### src/rtl/dz_txscan_if.sv
// Bus between the DZ CSR register file / per-line UART transmitters and the
// transmitter scanner. The master side drives scan controls and TDR writes.
interface dz_txscan_if;
    logic       clken;
    logic       mse;
    logic [7:0] tcr;
    logic [7:0] uart_empty;
    logic       tdr_wr;
    logic [7:0] tdr_data;
    logic       trdy;
    logic [2:0] tline;
    logic [7:0] uart_load;
    logic [7:0] uart_data;

    modport master (
        output clken, mse, tcr, uart_empty, tdr_wr, tdr_data,
        input  trdy, tline, uart_load, uart_data
    );

    modport slave (
        input  clken, mse, tcr, uart_empty, tdr_wr, tdr_data,
        output trdy, tline, uart_load, uart_data
    );
endinterface

### src/rtl/dz_txscan.sv
// DZ-11 transmitter scanner: round-robin search for an enabled, empty line,
// present it as TRDY/TLINE, and hand the next TDR write to that line's UART.
module dz_txscan (
    input  logic        clk,
    input  logic        rst,
    dz_txscan_if.slave  bus
);
    localparam int NLINES = 8;

    typedef enum logic [1:0] {
        S_SCAN  = 2'd0,
        S_READY = 2'd1,
        S_LOAD  = 2'd2
    } state_t;

    state_t                      r_state, w_state_nxt;
    logic [$clog2(NLINES)-1:0]   r_cnt, w_cnt_nxt;
    logic [$clog2(NLINES)-1:0]   r_tline, w_tline_nxt;
    logic [7:0]                  r_data, w_data_nxt;
    logic                        w_elig;
    logic                        w_withdraw;

    assign w_elig     = bus.mse & bus.tcr[r_cnt] & bus.uart_empty[r_cnt];
    assign w_withdraw = ~bus.mse | ~bus.tcr[r_tline];

    always_comb begin
        // NOTE: every output of this block gets a default first, so no path
        // leaves a signal unassigned and no latch is inferred.
        w_state_nxt = r_state;
        w_cnt_nxt   = r_cnt;
        w_tline_nxt = r_tline;
        w_data_nxt  = r_data;
        unique case (r_state)
            S_SCAN: begin
                if (bus.clken && bus.mse) begin
                    if (w_elig) begin
                        w_tline_nxt = r_cnt;
                        w_state_nxt = S_READY;
                    end else begin
                        w_cnt_nxt = r_cnt + 1'b1;
                    end
                end
            end
            S_READY: begin
                // A TDR write wins over a withdraw seen in the same cycle.
                if (bus.tdr_wr) begin
                    w_data_nxt  = bus.tdr_data;
                    w_state_nxt = S_LOAD;
                end else if (w_withdraw) begin
                    w_cnt_nxt   = r_tline + 1'b1;
                    w_state_nxt = S_SCAN;
                end
            end
            S_LOAD: begin
                // Resume after the serviced line so every line gets its turn.
                w_cnt_nxt   = r_tline + 1'b1;
                w_state_nxt = S_SCAN;
            end
            default: begin
                w_state_nxt = S_SCAN;
            end
        endcase
    end

    // NOTE: sequential state uses non-blocking assignments so every register
    // samples the values from before the edge, independent of block order.
    always_ff @(posedge clk or negedge rst) begin
        if (!rst) begin
            r_state <= S_SCAN;
        end else begin
            r_state <= w_state_nxt;
        end
    end

    always_ff @(posedge clk or negedge rst) begin
        if (!rst) begin
            r_cnt   <= '0;
            r_tline <= '0;
            r_data  <= '0;
        end else begin
            r_cnt   <= w_cnt_nxt;
            r_tline <= w_tline_nxt;
            r_data  <= w_data_nxt;
        end
    end

    // Outputs decode straight from state, so reset drops them asynchronously.
    assign bus.trdy      = (r_state == S_READY);
    assign bus.tline     = r_tline;
    assign bus.uart_load = (r_state == S_LOAD) ? (8'h01 << r_tline) : 8'h00;
    assign bus.uart_data = r_data;
endmodule

### src/flat_wrapper.sv
// flat-port wrapper written by rule: the top's interface ports become plain ports
module dz_txscan_flat 
  (clk, rst, bus_clken, bus_mse, bus_tcr, bus_uart_empty, bus_tdr_wr, bus_tdr_data, bus_trdy, bus_tline, bus_uart_load, bus_uart_data);
  dz_txscan_if bus_i ();
  input  logic clk;
  input  logic rst;
  input wire logic [$bits(bus_i.clken)-1:0] bus_clken;
  input wire logic [$bits(bus_i.mse)-1:0] bus_mse;
  input wire logic [$bits(bus_i.tcr)-1:0] bus_tcr;
  input wire logic [$bits(bus_i.uart_empty)-1:0] bus_uart_empty;
  input wire logic [$bits(bus_i.tdr_wr)-1:0] bus_tdr_wr;
  input wire logic [$bits(bus_i.tdr_data)-1:0] bus_tdr_data;
  output wire logic [$bits(bus_i.trdy)-1:0] bus_trdy;
  output wire logic [$bits(bus_i.tline)-1:0] bus_tline;
  output wire logic [$bits(bus_i.uart_load)-1:0] bus_uart_load;
  output wire logic [$bits(bus_i.uart_data)-1:0] bus_uart_data;
  assign bus_i.clken = bus_clken;
  assign bus_i.mse = bus_mse;
  assign bus_i.tcr = bus_tcr;
  assign bus_i.uart_empty = bus_uart_empty;
  assign bus_i.tdr_wr = bus_tdr_wr;
  assign bus_i.tdr_data = bus_tdr_data;
  assign bus_trdy = bus_i.trdy;
  assign bus_tline = bus_i.tline;
  assign bus_uart_load = bus_i.uart_load;
  assign bus_uart_data = bus_i.uart_data;
  dz_txscan u_core (.clk(clk), .rst(rst), .bus(bus_i));
endmodule
### config.mk
export PLATFORM = sky130hd
export DESIGN_NAME = dz_txscan_flat
export DESIGN_NICKNAME = d
export VERILOG_FILES = /design/src/rtl/dz_txscan_if.sv /design/src/rtl/dz_txscan.sv /design/src/flat_wrapper.sv
export SDC_FILE = /design/constraint.sdc
export NUM_CORES = 1
export LEC_CHECK = 0
export BUFFER_PORTS_ARGS = -buffer_cell sky130_fd_sc_hd__buf_2
export CELL_PAD_IN_SITES_DETAIL_PLACEMENT = 2
export CELL_PAD_IN_SITES_GLOBAL_PLACEMENT = 2
export CORE_MARGIN = 2
export CORE_UTILIZATION = 27
export DETAILED_ROUTE_END_ITERATION = 7
export GPL_ROUTABILITY_DRIVEN = 0
export MAX_ROUTING_LAYER = met4
export PLACE_DENSITY = 0.89
export SYNTH_ARGS = -nofsm -noshare
export SYNTH_HDL_FRONTEND = slang
export SYNTH_SLANG_ARGS = --single-unit
### constraint.sdc
create_clock -name clk -period 2.6 [get_ports clk]
set_clock_uncertainty 0.1 [all_clocks]
set_input_delay 0.13 -clock clk [delete_from_list [all_inputs] [get_ports clk]]
set_output_delay 0.13 -clock clk [all_outputs]
set_load 0.01 [all_outputs]
==> metrics.txt, run 1 <==
WL/cell=18.35 um; hold path depth=2; clk slew on worst S/H paths=around 0.07 ns; Pwr Total=between 1.5 and 2 mW; global-route wire length before repair=5.602 mm; R2R setup slack=0.50 ns; CP Capture Type=register; Total Wirelength=3.468 mm; I/O Buffers=48; CTS root buf=clkbuf_8; synth warn=0; Seq/Total Area, Yosys=roughly two fifths; synthesis-to-finish area growth=35.19%; Seq pwr share=30.8%; Die Height=between 60 and 70 um; Final Util=a little under two fifths; period utilisation layout=between 80 and 90%; mapped cell area=between 1000 and 1500 sq um; critical path type=reg2reg; worst r2r src=u_core.bus.tline[0]$_DFFE_PN0P_; critical path arrival=2.16 ns; path depth of the worst reg2reg path=5; max_cap viols=0; launch point of the worst hold path=bus_tdr_data[7]; Post-Place Cell Area=1324 sq um; crit-path max FO=9; number of global-route vias before repair=~1,100; Net Sw Power=between 0.6 and 0.7 mW; H-tree Lvls=1; fin crit period=2.103 ns; antenna viol nets, final=0; setup tns final=0 ns; Die W=~66 um; top_reg_cell synth=dfrtp_1; antenna fix cells=0; Clk pwr share=13.9%; Pwr per Cell Area=about 1200 nW/um^2; clock tree buffer depth=2; detailed-route via count=a little over 900; largest net degree at the start of global routing=17; Worst-Margin Slew=~0.43 ns; CTS buffer count=3; Pins Over Slew Limit=0; reg2reg end=u_core.r_cnt[2]$_DFFE_PN0P_; Pleak=0.6740 nW; combinational power share=between 50% and 60%; Max Fclk=between 400 and 500 MHz; Core Area=roughly 3700 sq um; Design Area, Final=1399 sq um; initial antenna violation count=0; # setup viols final=0; Syn Inst Count=between 80 and 90; Internal Power=approximately 0.98 mW; Worst slew margin=70.87%; initial drt markers=41; Die Area=between 4000 and 5000 sq um; status=finished clean; Mapped Avg Cell Area=between 10 and 15 sq um; final layout net count=about 180; startpoint types=register; Synth cell types=26; FF+latch count, synth=16; Starting Density=between 20 and 30%; CTS tree=built; DR pass1 iterations=4; dpl hpwl=2.928 mm; Critical Path RT=roughly 2.7 ns; share of cells above drive strength 1=between 50 and 60%; asr flop ratio synth=100.0%; Remaining DRCs=0; total grt overflow=0; Skew-Pair Late Insertion Delay=approximately 0.26 ns; Syn Nets=~120; # resized after CTS=0; GR Util All Layers=a little under a fifth; RSZ-0062 raised after global routing=no; Switching Share=between 40 and 50%; Max rail drop VDD=roughly 240 uV; io pins=between 40 and 50; HP Class=in2reg; Sink Count=16; Post-synth EDFFs=0; Hold Vio Cnt, Final=0; row cnt=22; Hold Path End=u_core.bus.uart_data[7]$_DFFE_PN0P_; Via density=a little under 5
## through the flow
step | hold WS, ns | std cells | setup WS [ns]
global route | 0.009359 | 189 | 0.4172
floorplan | -0.2656 | 88 | 0.6429
finish | 0.004634 | 189 | 0.4974
CTS | 0.005163 | 189 | 0.4989
detailed placement | -0.03161 | 183 | 0.5074
global placement | -0.05014 | 183 | 0.6027
## area by class of cell
cell class              count  area, sq um
fillers                   402         2262
multi-input cells          68        611.8
flip-flops and latches     16        400.4
repair buffers             50        260.3
well taps                  48        60.06
clock buffers               4        55.05
inverters                   3        11.26
## power groups by stage
stage                     combinational, mW  clock, mW  sequential (mW)
after floorplan                       0.631          0            0.513
after global placement                0.848          0            0.497
after detailed placement              0.930          0            0.519
after CTS                             0.941      0.239            0.515
after global routing                   1.00      0.252            0.535
final                                 0.923      0.233            0.516
## worst max-delay path by stage
stage | start | end | slack [ns] | cells after the start
after global placement | u_core.bus.tline[0]$_DFFE_PN0P_ | u_core.r_cnt[2]$_DFFE_PN0P_ | 0.60 | 5
final | u_core.bus.tline[0]$_DFFE_PN0P_ | u_core.r_cnt[2]$_DFFE_PN0P_ | 0.50 | 5
after detailed placement | u_core.bus.tline[0]$_DFFE_PN0P_ | u_core.r_cnt[1]$_DFFE_PN0P_ | 0.51 | 5
after floorplan | u_core.bus.tline[0]$_DFFE_PN0P_ | u_core.r_cnt[1]$_DFFE_PN0P_ | 0.64 | 6
after CTS | u_core.bus.tline[0]$_DFFE_PN0P_ | u_core.r_cnt[2]$_DFFE_PN0P_ | 0.50 | 5
after global routing | u_core.bus.tline[0]$_DFFE_PN0P_ | u_core.r_cnt[2]$_DFFE_PN0P_ | 0.42 | 5
## routing by layer
metal	GRT usage [%]	wire length, um	up-vias
met5	-	0	-
met4	7.031	48	0
met1	18.64	1316	470
met2	34.09	1998	18
met3	3.748	105	5
li1	-	-	424
## layout by cell type, fill, tap and decap left out, drive strengths merged, types with 2 or more instances in the layout
cell	netlist	routed
o22ai	2	2
nor2	7	7
nand2	14	14
mux2i	2	2
buf	1	48
clkbuf	0	4
ha	6	6
mux4	3	3
mux2	17	17
dfrtp	16	16
inv	3	3
dlygate4sd3	0	2
nand2b	5	5
nor3	2	2
## worst max-delay path: stages, from the launching register on
cell and delay [ns]:
dfrtp_1 0.53, mux4_2 0.60, nor2_4 0.13, o31ai_2 0.09, a31oi_4 0.22, mux2_4 0.32
## cells by family after synthesis
| kind of cell | Yosys count | share of synthesized area, % |
|---|---|---|
| xor+xnor | 1 | 0.8466 |
| simple gates | 30 | 13.54 |
| compound gates | 9 | 9.430 |
| flops | 16 | 38.69 |
| buf+inv | 4 | 2.176 |
| mux | 22 | 28.05 |
| fa+ha+maj | 6 | 7.255 |
## cells in the mapped netlist (2+ instances only)
cell      instances  area, sq um
dfrtp_1          16        400.4
ha_1              6        75.07
inv_1             2        7.510
mux2_1            3        33.78
mux2_2           11        123.9
mux2_4            3        45.04
mux2i_1           2        20.02
mux4_2            3        67.56
nand2_1          14        52.55
nand2b_1          5        31.28
nor2_1            6        22.52
nor3_1            2        10.01
o22ai_1           2        12.51
## timing repair
item,CTS,global route
buffers inserted,0,0
hold endpoints to repair,17,0
endpoints found under the setup margin,0,0
hold buffers,2,0
## registers in the layout, summed over array words and instances (netlist names)
| signal | cells |
|---|---|
| u_core.r_state | 2 |
| u_core.bus.uart_data | 8 |
| u_core.bus.tline | 3 |
| u_core.r_cnt | 3 |
(Power assumes the default switching activity.)
==> run 2: changes to the inputs <==
Settings changed: CORE_UTILIZATION 27 to 24, PLACE_DENSITY 0.89 to 0.84.
Clock period 2.6 ns to 1.8 ns, I/O delays scaled along.
==> run 2 against run 1 <==
Against the previous run:
- the flow now finishes with violations (setup timing)
- combinational power increased by 120%
- maximum frequency increased by 6.3%
- worst hold slack improved by 0.10 ns
- sequential cell count unchanged
- wire length increased by 24%
- final area increased by 22%
- clock-buffer cell count unchanged
- register-to-register slack got worse by 0.68 ns
- core utilization increased by 3.6 points
- first-iteration DRC count decreased by 61%
- global-route usage increased by 0.29 points
==> metrics.txt, run 2 (synthesis results as in run 1) <==
# setup viols final=8 (+8); Sink Count=16 (unchanged); H-tree Lvls=1 (unchanged); share of cells above drive strength 1=63.10% (+9.9 points); synthesis-to-finish area growth=65.05%; fin cells=218 (+15%); crit-path max FO=3 (-6); Design Area, Final=1708 sq um (+22%); crit path to=u_core.r_cnt[2]$_DFFE_PN0P_; startpoint types=register; commonest non-fill, non-tap cell in the layout=buf_2; Seq pwr share=23.2% (-7.6 points); WL met3=68 um (-35%); Hold Vio Cnt, Final=0 (unchanged); routed wl met2=2.569 mm (+29%); clock tree buffer depth=2 (unchanged); Net Sw Power=1.209 mW (+76%); status=complete, but fails checks; violations in the final reports=setup timing; clk slew on worst S/H paths=0.07 ns (about the same); Worst-Margin Slew=0.3750 ns (-0.05722 ns); Die Height=69.66 um (+5.7%); Pwr per Cell Area=1762 nW/um^2 (+48%); initial antenna violation count=0 (unchanged); path depth of the worst reg2reg path=5 (unchanged); dpl hpwl=3.034 mm (+3.6%); io pins=49 (unchanged); fin worst setup slack=-0.1777 ns (-0.6751 ns); Pins Over Slew Limit=0 (unchanged); Core Area=4086 sq um (+12%); largest net degree at the start of global routing=17 (unchanged); final layout net count=204 (+15%); detailed-route via count=1,022 (+11%); I/O Buffers=48 (unchanged); antenna viol nets, final=0 (unchanged); commonest non-fill, non-tap cells in the layout=48 x buf_2, 20 x buf_4, 16 x dfrtp_1; Total Wirelength=4.292 mm (+24%); HP Class=in2reg; placed cell count=201 (+9.8%); max_cap viols=0 (unchanged); antenna fix cells=0 (unchanged); Clk pwr share=10.6% (-3.3 points); combinational power share=66.3% (+11 points); DR top layer=met4; fin crit period=1.978 ns (-0.1249 ns); critical path type=reg2reg; M1 wire length=1.637 mm (+24%); Max Fclk=505.6 MHz (+6.3%); CTS buffer count=3 (unchanged); Starting Density=25.32% (-2.9 points); CP Capture Type=register; global-route wire length before repair=6.796 mm (+21%); Internal Power=1.801 mW (+83%); worst r2r src=u_core.bus.tline[0]$_DFFE_PN0P_; reg2reg end=u_core.r_cnt[2]$_DFFE_PN0P_; CTS tree=built; Critical Path RT=1.83 ns (-0.82 ns); Switching Share=40.17% (-0.92 points); Die Area=4853 sq um (+12%); Via density=4.688 (-3.4%); number of global-route vias before repair=1,218 (+13%); Pleak=0.8317 nW (+23%); R2R setup slack=-0.18 ns (-0.68 ns); DR pass1 iterations=4 (unchanged); Worst slew margin=75.00% (+4.1 points); crit path launch=u_core.bus.tline[0]$_DFFE_PN0P_; WL/cell=19.69 um (+7.3%); period utilisation layout=109.9% (+29 points); critical path arrival=2.01 ns (-0.15 ns); Remaining DRCs=0 (unchanged); Post-Place Cell Area=1446 sq um (+9.3%); RSZ-0062 raised after global routing=yes; CTS root buf=clkbuf_8; total grt overflow=0 (unchanged); Skew-Pair Late Insertion Delay=0.25 ns (about the same); Max rail drop VDD=844.0 uV (+260%); max FFs per register=8 (unchanged); Die W=69.66 um (+5.7%); row cnt=23 (+4.5%); initial drt markers=16 (-61%); GR Util All Layers=18.58% (+0.29 points); fill count=433 (+7.7%)
-- run 2: cell types whose count changed in the layout (fill, tap and decap cells not counted), moves of 2 or more --
| cell | delta |
|---|---|
| buf_4 | +20 |
| dlygate4sd3_1 | +7 |
| mux2_1 | -3 |
| mux2_4 | +3 |
| nand2_1 | -2 |
| nand2_2 | +2 |
| o22ai_1 | -2 |
-- run 2: per-stage QoR --
step                      power, mW  setup TNS (ns)  hold WS (ns)  utilization (%)  setup slack (ns)
after global routing          3.210          -1.372        0.1126            41.79           -0.2316
after CTS                     2.858         -0.9139        0.1072            40.51           -0.1625
after detailed placement      2.348          -1.211      -0.07147            35.39           -0.2054
after floorplan               1.653         -0.3207       -0.3056                -           -0.1571
final                         3.010         -0.8861        0.1095            41.79           -0.1777
after global placement        2.189         -0.3234      -0.08580            35.39          -0.09399
-- run 2: per-layer routing --
metal / vias to the layer above / GRT usage, %
met5: - / -
met4: 0 / 2.778
met3: 2 / 2.762
met2: 15 / 37.18
met1: 530 / 19.36
li1: 475 / -
-- run 2: worst min-delay path by stage --
| stage | start | to | slack, ns | cells after the start |
|---|---|---|---|---|
| after floorplan | rst | u_core.bus.tline[0]$_DFFE_PN0P_ | -0.31 | 0 |
| after global placement | rst | u_core.bus.uart_data[5]$_DFFE_PN0P_ | -0.09 | 1 |
| after detailed placement | rst | u_core.r_state[0]$_DFFE_PN0P_ | -0.07 | 1 |
| after CTS | bus_tdr_wr | u_core.r_state[1]$_DFFE_PN0P_ | 0.11 | 2 |
| after global routing | bus_tdr_wr | u_core.r_state[1]$_DFFE_PN0P_ | 0.11 | 2 |
| final | bus_tdr_wr | u_core.r_state[1]$_DFFE_PN0P_ | 0.11 | 2 |
-- run 2: area by class of cell --
class                   instances  area (sq um)  share of cell area (%)
clock buffers                   4         55.05                   3.223
repair buffers                 77         480.5                   28.13
flip-flops and latches         16         400.4                   23.44
multi-input cells              68         698.2                   40.88
well taps                      50         62.56                   3.663
inverters                       3         11.26                  0.6593
-- run 2: timing repair --
action,in CTS,in global routing
hold buffers,9,0
setup buffers,2,2
pin swaps,1,1
endpoints found under the setup margin,8,16
gates resized for setup,9,6
endpoints found under the hold margin,24,0
-- run 2: critical path, stage by stage (launching register included) --
cell     delay [ns]
dfrtp_1        0.38
mux4_2         0.55
nor2_4         0.15
o31ai_4        0.08
a31oi_4        0.26
mux2_4         0.33
-- run 2: power by group through the flow --
stage | Sequential (mW) | Clock [mW] | Combinational, mW
3_3_place_gp | 0.659 | 0 | 1.53
3_5_place_dp | 0.689 | 0 | 1.66
6_report | 0.697 | 0.318 | 1.99
5_1_grt | 0.720 | 0.350 | 2.14
4_1_cts | 0.686 | 0.327 | 1.85
2_1_floorplan | 0.741 | 0 | 0.912
==> run 3: changes to the inputs <==
Settings changed: CORE_ASPECT_RATIO from default to 1.5, HOLD_SLACK_MARGIN from default to 0.03.
==> run 3 against run 2 <==
Against the previous run:
- the flow still finishes with violations (setup timing)
- worst hold slack improved by 0.0099 ns
- wire length down 13%
- sequential power decreased by 2%
- first-iteration DRC count down 44%
- register-to-register slack about the same
- non-clock buffer count down 1
- sequential share of layout area up 0.80 points
- critical endpoint is now u_core.r_state[0]$_DFFE_PN0P_
- largest cell class unchanged
- largest power group unchanged
==> metrics.txt, run 3 (synthesis results as in run 1) <==
Switching Share=38.42% (-1.7 points); critical path type=reg2reg; Pleak=0.8082 nW (-2.8%); period utilisation layout=110.1% (+0.21 points); Seq pwr share=24.4% (+1.2 points); I/O Buffers=48 (unchanged); initial antenna violation count=0 (unchanged); Max rail drop VDD=751.2 uV (-11%); CTS tree=built; synthesis-to-finish area growth=59.61%; largest net degree at the start of global routing=17 (unchanged); commonest non-fill, non-tap cells in the layout=48 x buf_2, 18 x buf_4, 16 x dfrtp_1; HP Class=in2reg; number of global-route vias before repair=1,194 (-2.0%); max FFs per register=8 (unchanged); critical path arrival=2.01 ns (about the same); worst r2r src=u_core.r_cnt[0]$_DFFE_PN0P_; combinational power share=66.2% (about the same); crit path launch=u_core.r_cnt[0]$_DFFE_PN0P_; total grt overflow=0 (unchanged); antenna fix cells=0 (unchanged); Die Height=84.42 um (+21%); Max Fclk=504.7 MHz (-0.19%); RSZ-0062 raised after global routing=yes; startpoint types=register; violations in the final reports=setup timing; row cnt=29 (+26%); CTS buffer count=3 (unchanged); clk slew on worst S/H paths=0.06 ns (about the same); fin crit period=1.981 ns (+0.003784 ns); io pins=49 (unchanged); detailed-route via count=1,014 (-0.78%); # setup viols final=8 (unchanged); CTS root buf=clkbuf_8; fin cells=212 (-2.8%); Hold Vio Cnt, Final=0 (unchanged); Final Util=39.58% (-2.2 points); crit-path max FO=3 (unchanged); Die Area=4863 sq um (+0.23%); fill count=437 (+0.92%); Min Hold Slack=0.1194 ns (+0.009896 ns); Post-Place Cell Area=1449 sq um (+0.17%); Worst slew margin=73.22% (-1.8 points); status=complete, but fails checks; Net Sw Power=1.078 mW (-11%); max_cap viols=0 (unchanged); GR Util All Layers=16.24% (-2.3 points); Remaining DRCs=0 (unchanged); dpl hpwl=2.816 mm (-7.2%); Skew-Pair Late Insertion Delay=0.25 ns (about the same); clock tree buffer depth=2 (unchanged); Via density=4.783 (+2.0%); Core Area=4173 sq um (+2.1%); Die W=57.61 um (-17%); share of cells above drive strength 1=60.84% (-2.3 points); Clk pwr share=9.4% (-1.2 points); Critical Path RT=1.83 ns (about the same); Starting Density=24.80% (-0.52 points); WL/cell=17.61 um (-11%); Pins Over Slew Limit=0 (unchanged); commonest non-fill, non-tap cell in the layout=buf_2; launch point of the worst hold path=bus_tdr_wr; CP Capture Type=register; Sink Count=16 (unchanged); fin worst setup slack=-0.1815 ns (-0.003784 ns); initial drt markers=9 (-7); final layout net count=203 (-0.49%); Total Wirelength=3.734 mm (-13%); DR pass1 iterations=3 (-1); global-route wire length before repair=5.775 mm (-15%); placed cell count=198 (-1.5%); Internal Power=1.728 mW (-4.0%); Worst-Margin Slew=0.3973 ns (+0.02232 ns); Design Area, Final=1652 sq um (-3.3%); Pwr per Cell Area=1699 nW/um^2 (-3.6%); H-tree Lvls=1 (unchanged); antenna viol nets, final=0 (unchanged)
-- run 3: changes by cell type in the layout (fill, tap and decap cells not counted), sizes merged --
cell,before,now
buf,68,67
clkbuf,4,3
-- run 3: cell type report --
type                            count  area, sq um  area share, %
Clock buffer                        3        41.29          2.500
Multi-Input combinational cell     68        664.4          40.23
Sequential cell                    16        400.4          24.24
Inverter                            3        11.26         0.6818
Timing Repair Buffer               76        476.7          28.86
Tap cell                           46        57.56          3.485
-- run 3: worst max-delay path: stages, from the launching register on --
cell and delay [ns]:
dfrtp_1 0.39, inv_2 0.11, mux4_2 0.58, o221ai_4 0.23
o41ai_2 0.14, mux2_4 0.31
-- run 3: per-layer routing --
| layer | wire [um] | vias up | share of wire (%) | global-route usage, % |
|---|---|---|---|---|
| li1 | - | 474 | - | - |
| met1 | 1220 | 504 | 33 | 13.89 |
| met2 | 2329 | 32 | 62 | 34.40 |
| met3 | 150 | 4 | 4.0 | 2.003 |
| met4 | 34 | 0 | 0.91 | 3.805 |
| met5 | 0 | - | 0 | - |
-- run 3: worst paths after layout --
| check | slack (ns) | cells after the start | endpoint |
|---|---|---|---|
| setup / recovery | -0.18 | 5 | u_core.r_state[0]$_DFFE_PN0P_ |
| hold / removal | 0.12 | 2 | u_core.r_state[1]$_DFFE_PN0P_ |
| setup reg to reg | -0.18 | 5 | u_core.r_state[0]$_DFFE_PN0P_ |
| hold reg to reg | 0.40 | 1 | u_core.bus.uart_data[4]$_DFFE_PN0P_ |
| max in group asynchronous | 1.12 | 2 | u_core.bus.tline[2]$_DFFE_PN0P_ |
| min in group asynchronous | 0.21 | 2 | u_core.r_cnt[0]$_DFFE_PN0P_ |
-- run 3: timing repair --
action                     CTS  global route
setup buffers                1             1
pin swaps                    0             2
gates resized for setup      4             6
hold buffers                 9             0
hold endpoints to repair    24             0
setup endpoints to repair    8            16
-- run 3: metrics by stage --
stage / setup TNS (ns) / total power [mW] / setup slack, ns
2_1_floorplan: -0.3207 / 1.653 / -0.1571
3_3_place_gp: -0.6624 / 2.233 / -0.1570
3_5_place_dp: -1.015 / 2.342 / -0.1704
4_1_cts: -1.096 / 2.694 / -0.1899
5_1_grt: -1.577 / 3.025 / -0.2654
6_report: -0.8910 / 2.807 / -0.1815
-- run 3: power by group through the flow --
| stage | clock, mW | combinational [mW] | sequential [mW] |
|---|---|---|---|
| after floorplan | 0 | 0.912 | 0.741 |
| after global placement | 0 | 1.57 | 0.665 |
| after detailed placement | 0 | 1.66 | 0.686 |
| after CTS | 0.276 | 1.74 | 0.682 |
| after global routing | 0.284 | 2.03 | 0.711 |
| final | 0.264 | 1.86 | 0.685 |
